--- src/rtl/pp_pipeline_accel_scalar_fanout_if.sv ---
// pp_pipeline_accel_scalar_fanout_if: control handshake plus input/output FIFO bus for the scalar fanout
//   ap_start/ap_continue -> block; ap_done/ap_idle/ap_ready <- block
//   in_dout/in_empty_n -> block, in_read <- block (one lane per channel)
//   out_full_n -> block, out_din/out_write <- block (one lane per target k = c*NUM_OUT+o)
//   range_err <- block (sticky per-channel flag)
interface pp_pipeline_accel_scalar_fanout_if #(
    parameter int NUM_CH  = 2,
    parameter int NUM_OUT = 2,
    parameter int DATA_W  = 11
);
    logic                               ap_start;
    logic                               ap_done;
    logic                               ap_continue;
    logic                               ap_idle;
    logic                               ap_ready;
    logic [NUM_CH*DATA_W-1:0]           in_dout;
    logic [NUM_CH-1:0]                  in_empty_n;
    logic [NUM_CH-1:0]                  in_read;
    logic [NUM_CH*NUM_OUT*DATA_W-1:0]   out_din;
    logic [NUM_CH*NUM_OUT-1:0]          out_full_n;
    logic [NUM_CH*NUM_OUT-1:0]          out_write;
    logic [NUM_CH-1:0]                  range_err;
    modport slave (
        input  ap_start, ap_continue, in_dout, in_empty_n, out_full_n,
        output ap_done, ap_idle, ap_ready, in_read, out_din, out_write, range_err
    );
    modport master (
        output ap_start, ap_continue, in_dout, in_empty_n, out_full_n,
        input  ap_done, ap_idle, ap_ready, in_read, out_din, out_write, range_err
    );
endinterface

--- src/rtl/pp_pipeline_accel_scalar_fanout.sv ---
// pp_pipeline_accel_scalar_fanout: pops one scalar per channel per invocation and fans it out to NUM_OUT FIFOs
//   ap_clk, ap_rst_n : clock, asynchronous active-low reset
//   bus (slave)      : ap_ctrl_hs handshake, input FIFOs, output FIFOs, sticky range_err
module pp_pipeline_accel_scalar_fanout #(
    parameter int NUM_CH  = 2,
    parameter int NUM_OUT = 2,
    parameter int DATA_W  = 11,
    parameter int MAX_VAL = 1920
) (
    input logic                                  ap_clk,
    input logic                                  ap_rst_n,
    pp_pipeline_accel_scalar_fanout_if.slave     bus
);
    localparam int NT = NUM_CH * NUM_OUT;
    typedef enum logic [1:0] {IDLE, RUN, DONE} state_t;
    state_t                         state;
    logic [NUM_CH-1:0]              cap;
    logic [NT-1:0]                  wr;
    logic [NUM_CH-1:0][DATA_W-1:0]  hold;
    logic [NUM_CH-1:0]              bad;
    logic [NT-1:0]                  cap_t;
    logic                           run;
    assign run = (state == RUN);
    for (genvar c = 0; c < NUM_CH; c++) begin : g_ch
        logic [DATA_W-1:0] v;
        assign v      = bus.in_dout[c*DATA_W +: DATA_W];
        assign bad[c] = (v == '0) || (v > DATA_W'(MAX_VAL));
    end
    // each target follows the capture flag of its owning channel
    for (genvar k = 0; k < NT; k++) begin : g_tgt
        assign cap_t[k]                         = cap[k/NUM_OUT];
        assign bus.out_din[k*DATA_W +: DATA_W]  = hold[k/NUM_OUT];
    end
    assign bus.in_read   = {NUM_CH{run}} & bus.in_empty_n & ~cap;
    assign bus.out_write = {NT{run}} & cap_t & ~wr & bus.out_full_n;
    always_ff @(posedge ap_clk or negedge ap_rst_n) begin
        if (!ap_rst_n) begin
            state         <= IDLE;
            cap           <= '0;
            wr            <= '0;
            hold          <= '0;
            bus.range_err <= '0;
            bus.ap_done   <= 1'b0;
            bus.ap_ready  <= 1'b0;
            bus.ap_idle   <= 1'b1;
        end else begin
            case (state)
                IDLE: if (bus.ap_start) begin
                    state         <= RUN;
                    cap           <= '0;
                    wr            <= '0;
                    bus.range_err <= '0;
                    bus.ap_idle   <= 1'b0;
                end
                RUN: begin
                    for (int c = 0; c < NUM_CH; c++)
                        if (bus.in_read[c]) begin
                            hold[c]          <= bus.in_dout[c*DATA_W +: DATA_W];
                            cap[c]           <= 1'b1;
                            bus.range_err[c] <= bad[c];
                        end
                    wr <= wr | bus.out_write;
                    // finish as soon as the writes landing on this edge complete the set
                    if (&(wr | bus.out_write)) begin
                        state        <= DONE;
                        bus.ap_done  <= 1'b1;
                        bus.ap_ready <= 1'b1;
                    end
                end
                DONE: begin
                    bus.ap_ready <= 1'b0;
                    if (bus.ap_continue) begin
                        state       <= IDLE;
                        bus.ap_done <= 1'b0;
                        bus.ap_idle <= 1'b1;
                    end
                end
                default: state <= IDLE;
            endcase
        end
    end
    // a target already marked written must never be pushed again in the same invocation
    a_single_write: assert property (@(posedge ap_clk) disable iff (!ap_rst_n) (bus.out_write & wr) == '0);
endmodule

--- src/flat_wrapper.sv ---
// flat-port wrapper written by rule: the top's interface ports become plain ports
module pp_pipeline_accel_scalar_fanout_flat 
#(
    parameter int NUM_CH  = 2,
    parameter int NUM_OUT = 2,
    parameter int DATA_W  = 11,
    parameter int MAX_VAL = 1920
)
  (ap_clk, ap_rst_n, bus_ap_start, bus_ap_continue, bus_in_dout, bus_in_empty_n, bus_out_full_n, bus_ap_done, bus_ap_idle, bus_ap_ready, bus_in_read, bus_out_din, bus_out_write, bus_range_err);
  pp_pipeline_accel_scalar_fanout_if #(.NUM_CH(NUM_CH), .NUM_OUT(NUM_OUT), .DATA_W(DATA_W)) bus_i ();
  input logic ap_clk;
  input logic ap_rst_n;
  input wire logic [$bits(bus_i.ap_start)-1:0] bus_ap_start;
  input wire logic [$bits(bus_i.ap_continue)-1:0] bus_ap_continue;
  input wire logic [$bits(bus_i.in_dout)-1:0] bus_in_dout;
  input wire logic [$bits(bus_i.in_empty_n)-1:0] bus_in_empty_n;
  input wire logic [$bits(bus_i.out_full_n)-1:0] bus_out_full_n;
  output wire logic [$bits(bus_i.ap_done)-1:0] bus_ap_done;
  output wire logic [$bits(bus_i.ap_idle)-1:0] bus_ap_idle;
  output wire logic [$bits(bus_i.ap_ready)-1:0] bus_ap_ready;
  output wire logic [$bits(bus_i.in_read)-1:0] bus_in_read;
  output wire logic [$bits(bus_i.out_din)-1:0] bus_out_din;
  output wire logic [$bits(bus_i.out_write)-1:0] bus_out_write;
  output wire logic [$bits(bus_i.range_err)-1:0] bus_range_err;
  assign bus_i.ap_start = bus_ap_start;
  assign bus_i.ap_continue = bus_ap_continue;
  assign bus_i.in_dout = bus_in_dout;
  assign bus_i.in_empty_n = bus_in_empty_n;
  assign bus_i.out_full_n = bus_out_full_n;
  assign bus_ap_done = bus_i.ap_done;
  assign bus_ap_idle = bus_i.ap_idle;
  assign bus_ap_ready = bus_i.ap_ready;
  assign bus_in_read = bus_i.in_read;
  assign bus_out_din = bus_i.out_din;
  assign bus_out_write = bus_i.out_write;
  assign bus_range_err = bus_i.range_err;
  pp_pipeline_accel_scalar_fanout #(.NUM_CH(NUM_CH), .NUM_OUT(NUM_OUT), .DATA_W(DATA_W), .MAX_VAL(MAX_VAL)) u_core (.ap_clk(ap_clk), .ap_rst_n(ap_rst_n), .bus(bus_i));
endmodule
--- config.mk ---
export PLATFORM = sky130hd
export DESIGN_NAME = pp_pipeline_accel_scalar_fanout_flat
export DESIGN_NICKNAME = d
export VERILOG_FILES = /design/src/rtl/pp_pipeline_accel_scalar_fanout_if.sv /design/src/rtl/pp_pipeline_accel_scalar_fanout.sv /design/src/flat_wrapper.sv
export SDC_FILE = /design/constraint.sdc
export NUM_CORES = 1
export LEC_CHECK = 0
export CAP_MARGIN = 20
export CORE_MARGIN = 2
export CORE_UTILIZATION = 35
export CTS_CLUSTER_SIZE = 10
export DETAILED_ROUTE_END_ITERATION = 6
export GPL_TIMING_DRIVEN = 0
export PLACE_DENSITY = 0.75
export SYNTH_ARGS = -nofsm -noshare
export SYNTH_HDL_FRONTEND = slang
export SYNTH_SLANG_ARGS = --single-unit
export TNS_END_PERCENT = 5
--- constraint.sdc ---
create_clock -name ap_clk -period 1.7 [get_ports ap_clk]
set_input_delay 0.255 -clock ap_clk [delete_from_list [all_inputs] [get_ports ap_clk]]
set_output_delay 0.255 -clock ap_clk [all_outputs]
set_load 0.02 [all_outputs]
==> metrics.txt, run 1 <==
RSZ-0062 raised after global routing=true; ys flop type=dfrtp_1; Yosys warnings=0; Pint=3.516 mW; skew final=0.004531 ns; switching power=about 2.2 mW; syn_nets=175; Seq/Total Area, Yosys=0.5247; P_leak=roughly 1.2 nW; setup violators final=0; die width=73.11 um; GPL Wtd Cong=0.7338; Seq cells post-synth=35; Final min period=1.653 ns; Max-cap violations=0; r2r startpoint=u_core.state[0]; H-tree depth=2; combinational power share=0.613; Async SR Flop Fraction=1.000; Sink Count=35; Layout area overhead=65.79%; input/output buffers=86; Post-Syn Area=1672 um2; largest net degree at the start of global routing=36; PD cells=about 2100 nW/um2; Max FO, Critical Path=5; critical path arrival=roughly 1.4 ns; clk_lat worst skew=about 0.28 ns; Slew @ Worst Pin=0.7821 ns; CTS Buffer Depth=2; power share of the sequential group=0.274; n_diodes=0; Post-synth EDFFs=0; syn avg cell area=11.69 um2; VDD IR max=0.0009228 V; synth unique cells=23; worst setup margin=0.04673 ns; power share of the clock group=0.113; total CTS buffers=5; nets@finish=276; r2r endpoint=u_core.bus.ap_done; CP Launch Type=flip-flop; Root Buffer=clkbuf_8; Hold Worst Slack=0.04351 ns; slowest stage cell, crit path=dfrtp_2; CP Capture Type=primary output; CP Data Required Time=1.44 ns; 1st-pass router iterations=6; GRT Total Usage=0.1577; antenna-violating nets left=0; FP Rows=25; Initial Utilization=0.3587; core box area=4661 um2; die height=73.11 um; vias per cell=a little under 5; Ports=87; initial DRC count=36; full die area=5345 um2; Final Max Tran Viols=0; layout cells sized above 1=0.2367; HP Class=in -> async; cells after synthesis=143; DRT Wirelength=approximately 4000 um; flop-to-flop setup slack=0.08 ns; estimated wirelength of the detail-placed design=around 3000 um; fin crit share=0.9725; crit path kind=reg -> out; initial antenna violation count=0; Remaining DRCs=0; Reg2Reg Depth=6; Worst path max stage delay=0.43 ns; switch share=0.3899; first-pass GRT wire length=6320 um; Clk pin slew, worst setup/hold paths=0.07 ns; hold_buf cts=0; GR Overflow Total=0; vias post-DR=roughly 1400; CTS tree=yes; vias in the first global route=1385; pre-CTS setup slack=-0.6383 ns; Critical Path, Cell by Cell=nand2b_4 -> nor3b_4 -> buf_6 -> buf_2; fmax=604.9 MHz; status=completed; Wirelength per Cell=13.42 um; Hold Vio Cnt, Final=0; Rel. slew slack=0.4786
-- cells by family (layout without fill, tap and decap cells) --
| logic type | after synthesis | count (layout) | share of synthesized area |
|---|---|---|---|
| AO/OA/AOI/OAI | 26 | 26 | 0.09431 |
| flip-flops | 35 | 35 | 0.5247 |
| multiplexers | 22 | 22 | 0.1482 |
| AND/OR/NAND/NOR | 33 | 33 | 0.1160 |
| buffers and inverters | 27 | 129 | 0.1168 |
-- power by group through the flow --
stage	registers [mW]	clock network, mW	logic [mW]
2_1_floorplan	1.92	0	1.54
3_3_place_gp	1.57	0	3.35
3_5_place_dp	1.59	0	3.40
4_1_cts	1.58	0.681	3.56
5_1_grt	1.65	0.722	3.76
6_report	1.58	0.651	3.53
-- synth_stat cells, drive strengths merged (2+ instances only) --
| master | instances | area share |
|---|---|---|
| nor3b | 4 | 0.024 |
| dfrtp | 34 | 0.51 |
| nor4 | 5 | 0.028 |
| nand4 | 2 | 0.0075 |
| nand3 | 2 | 0.0060 |
| a31oi | 6 | 0.026 |
| mux2 | 22 | 0.15 |
| a21oi | 15 | 0.045 |
| nor2 | 7 | 0.016 |
| inv | 2 | 0.0045 |
| nand2 | 7 | 0.016 |
| nor3 | 4 | 0.012 |
| buf | 25 | 0.11 |
| a22o | 2 | 0.010 |
-- worst max path at each step --
| stage | endpoint | startpoint | cells past startpoint | slack [ns] |
|---|---|---|---|---|
| floorplan | u_core.bus.out_din[10] | u_core.state[1] | 4 | 0.02 |
| global placement | bus_in_read[1] | bus_in_empty_n[1] | 4 | -0.64 |
| detailed placement | bus_in_read[0] | bus_in_empty_n[0] | 4 | -0.64 |
| CTS | bus_out_write[2] | u_core.state[1] | 3 | 0.0007 |
| global route | bus_in_read[1] | u_core.state[1] | 4 | -0.04 |
| finish | bus_in_read[1] | u_core.state[1] | 4 | 0.05 |
-- what timing repair did --
| action | CTS | global route |
|---|---|---|
| setup buffers | 8 | 0 |
| pin swaps | 2 | 3 |
| resized for setup | 33 | 7 |
| hold endpoints to repair | 0 | 0 |
| endpoints found under the setup margin | 25 | 9 |
-- area by class of cell --
class	instances	area (um2)
tap	54	67.56
fill	400	1889
sequential	35	879.6
clock buffer	8	100.1
inverter	2	7.507
timing repair buffer	94	889.6
buffer	25	195.2
multi-input combinational	81	631.9
-- stage by stage --
step | instances | power, mW | util | TNS [ns] | area (um2)
detailed placement | 283 | 4.990 | 0.5568 | -5.063 | 2595
global route | 299 | 6.127 | 0.5946 | -0.2302 | 2771
CTS | 299 | 5.823 | 0.5949 | 0 | 2773
global placement | 283 | 4.920 | 0.5579 | -19.22 | 2600
floorplan | 143 | 3.458 | - | 0 | 1672
finish | 299 | 5.763 | 0.5946 | 0 | 2771
-- flip-flops by register name, summed over array words and instances, names as in the netlist --
signal,flops
u_core.bus.range_err,2
u_core.bus.ap_done,1
u_core.bus.ap_idle,1
u_core.cap,2
u_core.state,2
u_core.wr,4
u_core.bus.ap_ready,1
u_core.bus.out_din,22
-- routing by layer --
layer | vias to the layer above | wire length [um] | global-route usage
met1 | 691 | 1711 | 0.1935
met5 | - | 0 | 0
li1 | 696 | - | -
met2 | 53 | 1917 | 0.2513
met3 | 6 | 321 | 0.05801
met4 | 0 | 62 | 0.06173
-- placed cells by master, fill, tap and decap left out --
cell type        Yosys  layout
a211oi_1             1       1
a21oi_1             15      15
a22o_1               2       2
a31oi_1              5       5
a31oi_2              1       1
buf_2                0       3
buf_4               25      33
buf_6                0       2
clkbuf_1             0       1
clkbuf_2             0       2
clkbuf_8             0       7
clkdlybuf4s50_1      0      78
dfrtp_1             34      32
dfrtp_2              0       2
dfstp_2              1       1
dlygate4sd2_1        0       1
inv_1                2       2
mux2_1              22      22
nand2_1              7       7
nand2b_4             0       1
nand3_1              2       2
nand4_1              2       2
nor2_1               7       7
nor2b_2              0       1
nor3_1               4       4
nor3b_2              2       2
nor3b_4              0       2
nor4_1               4       4
nor4_4               1       1
o21ai_1              1       1
o2bb2ai_1            1       1
-- critical path: cells and delay by family (launching register included) --
kind                   cells  cell delay, ns
flip-flops                 1            0.43
AND/OR/NAND/NOR            2            0.41
buffers and inverters      2            0.28
(Power assumes the default switching activity.)
==> inputs of run 2 (changes only) <==
Settings changed: CELL_PAD_IN_SITES_DETAIL_PLACEMENT from default to 0, CELL_PAD_IN_SITES_GLOBAL_PLACEMENT from default to 1, CORE_UTILIZATION 35 to 26, PLACE_DENSITY 0.75 to default, PLACE_DENSITY_LB_ADDON from default to 0.1.
==> metrics.txt, run 2 (synthesis results as in run 1) <==
critical path depth=5 (+1); H-tree depth=2 (unchanged); input/output buffers=86 (unchanged); full die area=7086 um2 (+33%); setup violators final=0 (unchanged); CTS tree=yes; GR Overflow Total=0 (unchanged); total CTS buffers=5 (unchanged); vias in the first global route=1418 (+2.4%); power share of the sequential group=0.275 (about the same); Wirelength per Cell=13.62 um (+1.5%); Critical Path, Cell by Cell=nor2b_4 -> buf_4 -> nand2_1 -> nor3b_1 -> buf_2; worst setup margin=0.01476 ns (-0.03197 ns); Slew @ Worst Pin=0.8080 ns (+0.02599 ns); CP Data Required Time=1.44 ns (about the same); switching power=2.296 mW (+2.2%); antenna-violating nets left=0 (unchanged); DRT Wirelength=4399 um (+9.6%); estimated wirelength of the detail-placed design=3193 um (+7.3%); final cell count without fillers=323 (+8.0%); Max FO, Critical Path=4 (-1); HP Class=in -> async; n_diodes=0 (unchanged); r2r startpoint=u_core.state[0]; Max-cap violations=0 (unchanged); layout cells sized above 1=0.2561 (+0.01936); FP Rows=29 (+16%); CP Capture Type=primary output; Final min period=1.685 ns (+0.03197 ns); vias per cell=4.415 (-8.7%); RSZ-0062 raised after global routing=true; flop-to-flop setup slack=0.07 ns (about the same); slowest stage cell, crit path=dfrtp_2; GPL Wtd Cong=0.6845 (-6.7%); Initial Utilization=0.2663 (-0.09236); end point of the critical path=bus_out_write[1]; Largest register FFs=22 (unchanged); CP Launch Type=flip-flop; r2r endpoint=u_core.state[0]; largest net degree at the start of global routing=36 (unchanged); PD cells=2068 nW/um2 (-0.55%); crit path kind=reg -> out; critical path arrival=1.43 ns (+0.03 ns); Root Buffer=clkbuf_8; initial DRC count=19 (-47%); status=completed; die width=84.18 um (+15%); placed cell count=306 (+8.1%); first-pass GRT wire length=7279 um (+15%); crit path launch=u_core.state[0]; Hold Vio Cnt, Final=0 (unchanged); Util after Layout=0.4483 (-0.1464); clk_lat worst skew=0.29 ns (about the same); VDD IR max=0.0007967 V (-14%); Remaining DRCs=0 (unchanged); pre-CTS setup slack=-0.6777 ns (-0.03937 ns); Clk pin slew, worst setup/hold paths=0.07 ns (about the same); CTS Buffer Depth=2 (unchanged); most common cell after layout, fill and taps aside=clkdlybuf4s50_1; Layout area overhead=68.34%; combinational power share=0.609 (-0.004); fmax=593.4 MHz (-1.9%); Hold Worst Slack=0.05718 ns (+0.01367 ns); Final Max Tran Viols=0 (unchanged); switch share=0.3945 (+0.004579); Fin Setup TNS=0 ns (unchanged); skew final=0.007750 ns (+0.003219 ns); Worst path max stage delay=0.42 ns (about the same); Reg2Reg Depth=6 (unchanged); vias post-DR=1426 (-1.4%); P_leak=1.198 nW (+0.98%); Rel. slew slack=0.4613 (-0.01732); core box area=6277 um2 (+35%); power share of the clock group=0.116 (+0.003); WP buf/inv=2 (unchanged); commonest cells after routing, fill and taps aside=clkdlybuf4s50_1, buf_4, dfrtp_1; GRT Total Usage=0.1296 (-0.02804); Sink Count=35 (unchanged); nets@finish=277 (+0.36%); initial antenna violation count=0 (unchanged); die height=84.18 um (+15%); 1st-pass router iterations=4 (-2); Ports=87 (unchanged); fin crit share=0.9913 (+0.01881); CP top delay family=simple AND/OR/NAND/NOR gates; Pint=3.523 mW (+0.22%)
run 2: worst register-to-register path, delay by kind of cell (launching register included):
kind | cells | cell delay (ns)
AO/OA/AOI/OAI | 2 | 0.56
flip-flops | 1 | 0.45
buffers and inverters | 2 | 0.29
AND/OR/NAND/NOR | 2 | 0.24
run 2: how the worst min path moves through the flow:
stage / start / end / slack (ns) / depth (start not counted)
6_report: ap_rst_n / u_core.wr[1] / 0.06 / 1
4_1_cts: ap_rst_n / u_core.bus.out_din[2] / 0.08 / 1
3_5_place_dp: ap_rst_n / u_core.wr[2] / 0.40 / 1
3_3_place_gp: u_core.bus.ap_ready / u_core.bus.ap_ready / 0.49 / 1
2_1_floorplan: ap_rst_n / u_core.bus.ap_done / -0.04 / 0
5_1_grt: ap_rst_n / u_core.wr[2] / 0.12 / 1
run 2: cell type report:
class / instances / area (um2)
plain buffers: 25 / 195.2
flip-flops and latches: 35 / 880.8
well taps: 77 / 96.34
clock buffers: 8 / 100.1
repair buffers: 95 / 894.6
fillers: 613 / 3463
multi-input cells: 81 / 639.4
inverters: 2 / 7.507
run 2: repair_timing:
| action | in CTS | in global routing |
|---|---|---|
| setup endpoints to repair | 27 | 16 |
| hold endpoints to repair | 0 | 0 |
| pin swaps | 2 | 2 |
| hold buffers | 0 | 0 |
| buffers inserted | 9 | 0 |
| gates resized for setup | 31 | 15 |
run 2: stage by stage:
step | cell area (um2) | total power [mW]
2_1_floorplan | 1672 | 3.458
3_3_place_gp | 2629 | 4.995
3_5_place_dp | 2624 | 5.009
4_1_cts | 2803 | 5.860
5_1_grt | 2814 | 6.199
6_report | 2814 | 5.819
run 2: per-layer routing:
layer | vias up | part of all wire | wire, um | track usage
met3 | 5 | 0.063 | 277 | 0.04425
met1 | 675 | 0.46 | 2004 | 0.1770
met5 | - | 0 | 0 | 0
li1 | 693 | - | - | -
met4 | 0 | 0.013 | 56 | 0.03959
met2 | 53 | 0.47 | 2061 | 0.1948
run 2: power groups by stage:
stage / Combinational (mW) / Sequential, mW / Clock [mW]
2_1_floorplan: 1.54 / 1.92 / 0
3_3_place_gp: 3.40 / 1.59 / 0
3_5_place_dp: 3.41 / 1.60 / 0
4_1_cts: 3.57 / 1.60 / 0.695
5_1_grt: 3.77 / 1.69 / 0.741
6_report: 3.54 / 1.60 / 0.673
==> inputs of run 3 (changes only) <==
Settings changed: CORE_MARGIN 2 to 4.
==> metrics.txt, run 3 (synthesis results as in run 1) <==
layout cells sized above 1=0.2389 (-0.01723); VDD IR max=0.0008590 V (+7.8%); vias in the first global route=1578 (+11%); total CTS buffers=5 (unchanged); Worst path max stage delay=0.41 ns (about the same); Slew @ Worst Pin=0.7986 ns (-0.009468 ns); setup violators final=0 (unchanged); flop-to-flop setup slack=0.006 ns (-0.06 ns); RSZ-0062 raised after global routing=true; Initial Utilization=0.2742 (+0.007925); full die area=7776 um2 (+9.7%); vias post-DR=1429 (+0.21%); WP buf/inv=2 (unchanged); critical path arrival=1.44 ns (about the same); CTS tree=yes; HP Class=in -> async; post-route cell area=2809 um2 (-0.18%); hold_buf cts=0 (unchanged); core box area=6096 um2 (-2.9%); CTS Buffer Depth=2 (unchanged); fmax=590.5 MHz (-0.49%); nets@finish=280 (+1.1%); commonest cells after routing, fill and taps aside=clkdlybuf4s50_1, buf_4, dfrtp_1; footprint of the multi-input gates=626.9 um2 (-2.0%); H-tree depth=2 (unchanged); input/output buffers=86 (unchanged); Hold Vio Cnt, Final=0 (unchanged); Final Max Tran Viols=0 (unchanged); CP Launch Type=flip-flop; slowest stage cell, crit path=dfrtp_2; die height=88.18 um (+4.8%); crit path kind=reg -> out; Wirelength per Cell=13.91 um (+2.1%); 1st-pass router iterations=4 (unchanged); status=completed; fillers=606 (-1.1%); FP Rows=28 (-3.4%); FF/Latch Area=879.6 um2 (-0.14%); Area after DPL=2621 um2 (about the same); pre-CTS setup slack=-0.6576 ns (+0.02016 ns); Rel. slew slack=0.4676 (+0.006312); vias per cell=4.438 (+0.52%); Sink Count=35 (unchanged); skew final=0.006919 ns (-0.0008307 ns); Layout area overhead=68.04%; Final min period=1.694 ns (+0.008303 ns); DRT Wirelength=4478 um (+1.8%); Critical Path, Cell by Cell=nor2b_2 -> buf_4 -> nand2_1 -> nor3b_1 -> buf_2; initial antenna violation count=0 (unchanged); CP top delay family=simple AND/OR/NAND/NOR gates; fin crit share=0.9962 (+0.004884); GRT Total Usage=0.1250 (-0.004669); CP Data Required Time=1.44 ns (about the same); Clk pin slew, worst setup/hold paths=0.07 ns (about the same); largest net degree at the start of global routing=36 (unchanged); GPL Wtd Cong=0.6625 (-3.2%); Max-cap violations=0 (unchanged); die width=88.18 um (+4.8%); most common cell after layout, fill and taps aside=clkdlybuf4s50_1; Max FO, Critical Path=4 (unchanged); PD cells=2047 nW/um2 (-1.0%); initial DRC count=51 (+32); Root Buffer=clkbuf_8; worst setup margin=0.006454 ns (-0.008303 ns); Remaining DRCs=0 (unchanged); CP Capture Type=primary output; Ports=87 (unchanged); P_leak=1.196 nW (-0.18%); first-pass GRT wire length=7458 um (+2.5%); n_diodes=0 (unchanged); GR Overflow Total=0 (unchanged); clk_lat worst skew=0.28 ns (about the same); antenna-violating nets left=0 (unchanged); estimated wirelength of the detail-placed design=3303 um (+3.5%); Largest register FFs=22 (unchanged)
[run 3: through the flow]
stage | power (mW) | hold WS (ns) | cells | utilization | setup TNS, ns
after global placement | 5.006 | 0.4937 | 304 | 0.4308 | -23.53
after detailed placement | 5.026 | 0.4041 | 304 | 0.4300 | -4.851
after global routing | 6.148 | 0.1333 | 322 | 0.4608 | -0.4655
final | 5.750 | 0.06155 | 322 | 0.4608 | 0
after CTS | 5.778 | 0.09396 | 321 | 0.4573 | -0.003232
after floorplan | 3.458 | -0.04059 | 143 | - | 0
[run 3: layout make-up]
class / instances / area share
Timing Repair Buffer: 98 / 0.3323
Sequential cell: 35 / 0.3131
Multi-Input combinational cell: 81 / 0.2232
Buffer: 25 / 0.06949
Tap cell: 75 / 0.03341
Clock buffer: 6 / 0.02584
Inverter: 2 / 0.002673
[run 3: final timing paths]
path	from	endpoint	cells after the start
worst max-delay path	u_core.state[0]	bus_out_write[0]	5
worst min-delay path	ap_rst_n	u_core.bus.range_err[1]	1
worst max register to register	u_core.state[0]	u_core.bus.ap_done	6
worst min register to register	u_core.bus.ap_ready	u_core.bus.ap_ready	1
max in group asynchronous	ap_rst_n	u_core.state[0]	1
min in group ap_clk	u_core.bus.ap_ready	u_core.bus.ap_ready	1
[run 3: power by group]
group          switching, mW  internal [mW]  total [mW]
clock                  0.274          0.273       0.547
sequential             0.336           1.25        1.58
combinational           1.67           1.95        3.62
total                   2.27           3.48        5.75
[run 3: worst register-to-register path, cell delays in order (launching register included)]
cell and delay (ns):
dfrtp_2 0.44, nor2b_2 0.17, buf_4 0.13, buf_4 0.16, a31oi_1 0.36, nor4_4 0.08
a22o_1 0.25
[run 3: layer usage]
layer | routed length (um) | global-route usage
met2 | 2037 | 0.1965
met5 | 0 | 0
met4 | 49 | 0.03297
met3 | 383 | 0.04421
met1 | 2007 | 0.1639
[run 3: repair_timing]
| item | 4_1_cts | 5_1_grt |
|---|---|---|
| setup endpoints to repair | 22 | 17 |
| hold endpoints to repair | 0 | 0 |
| setup buffers | 11 | 1 |
| pin swaps | 2 | 1 |
| resized for setup | 31 | 8 |
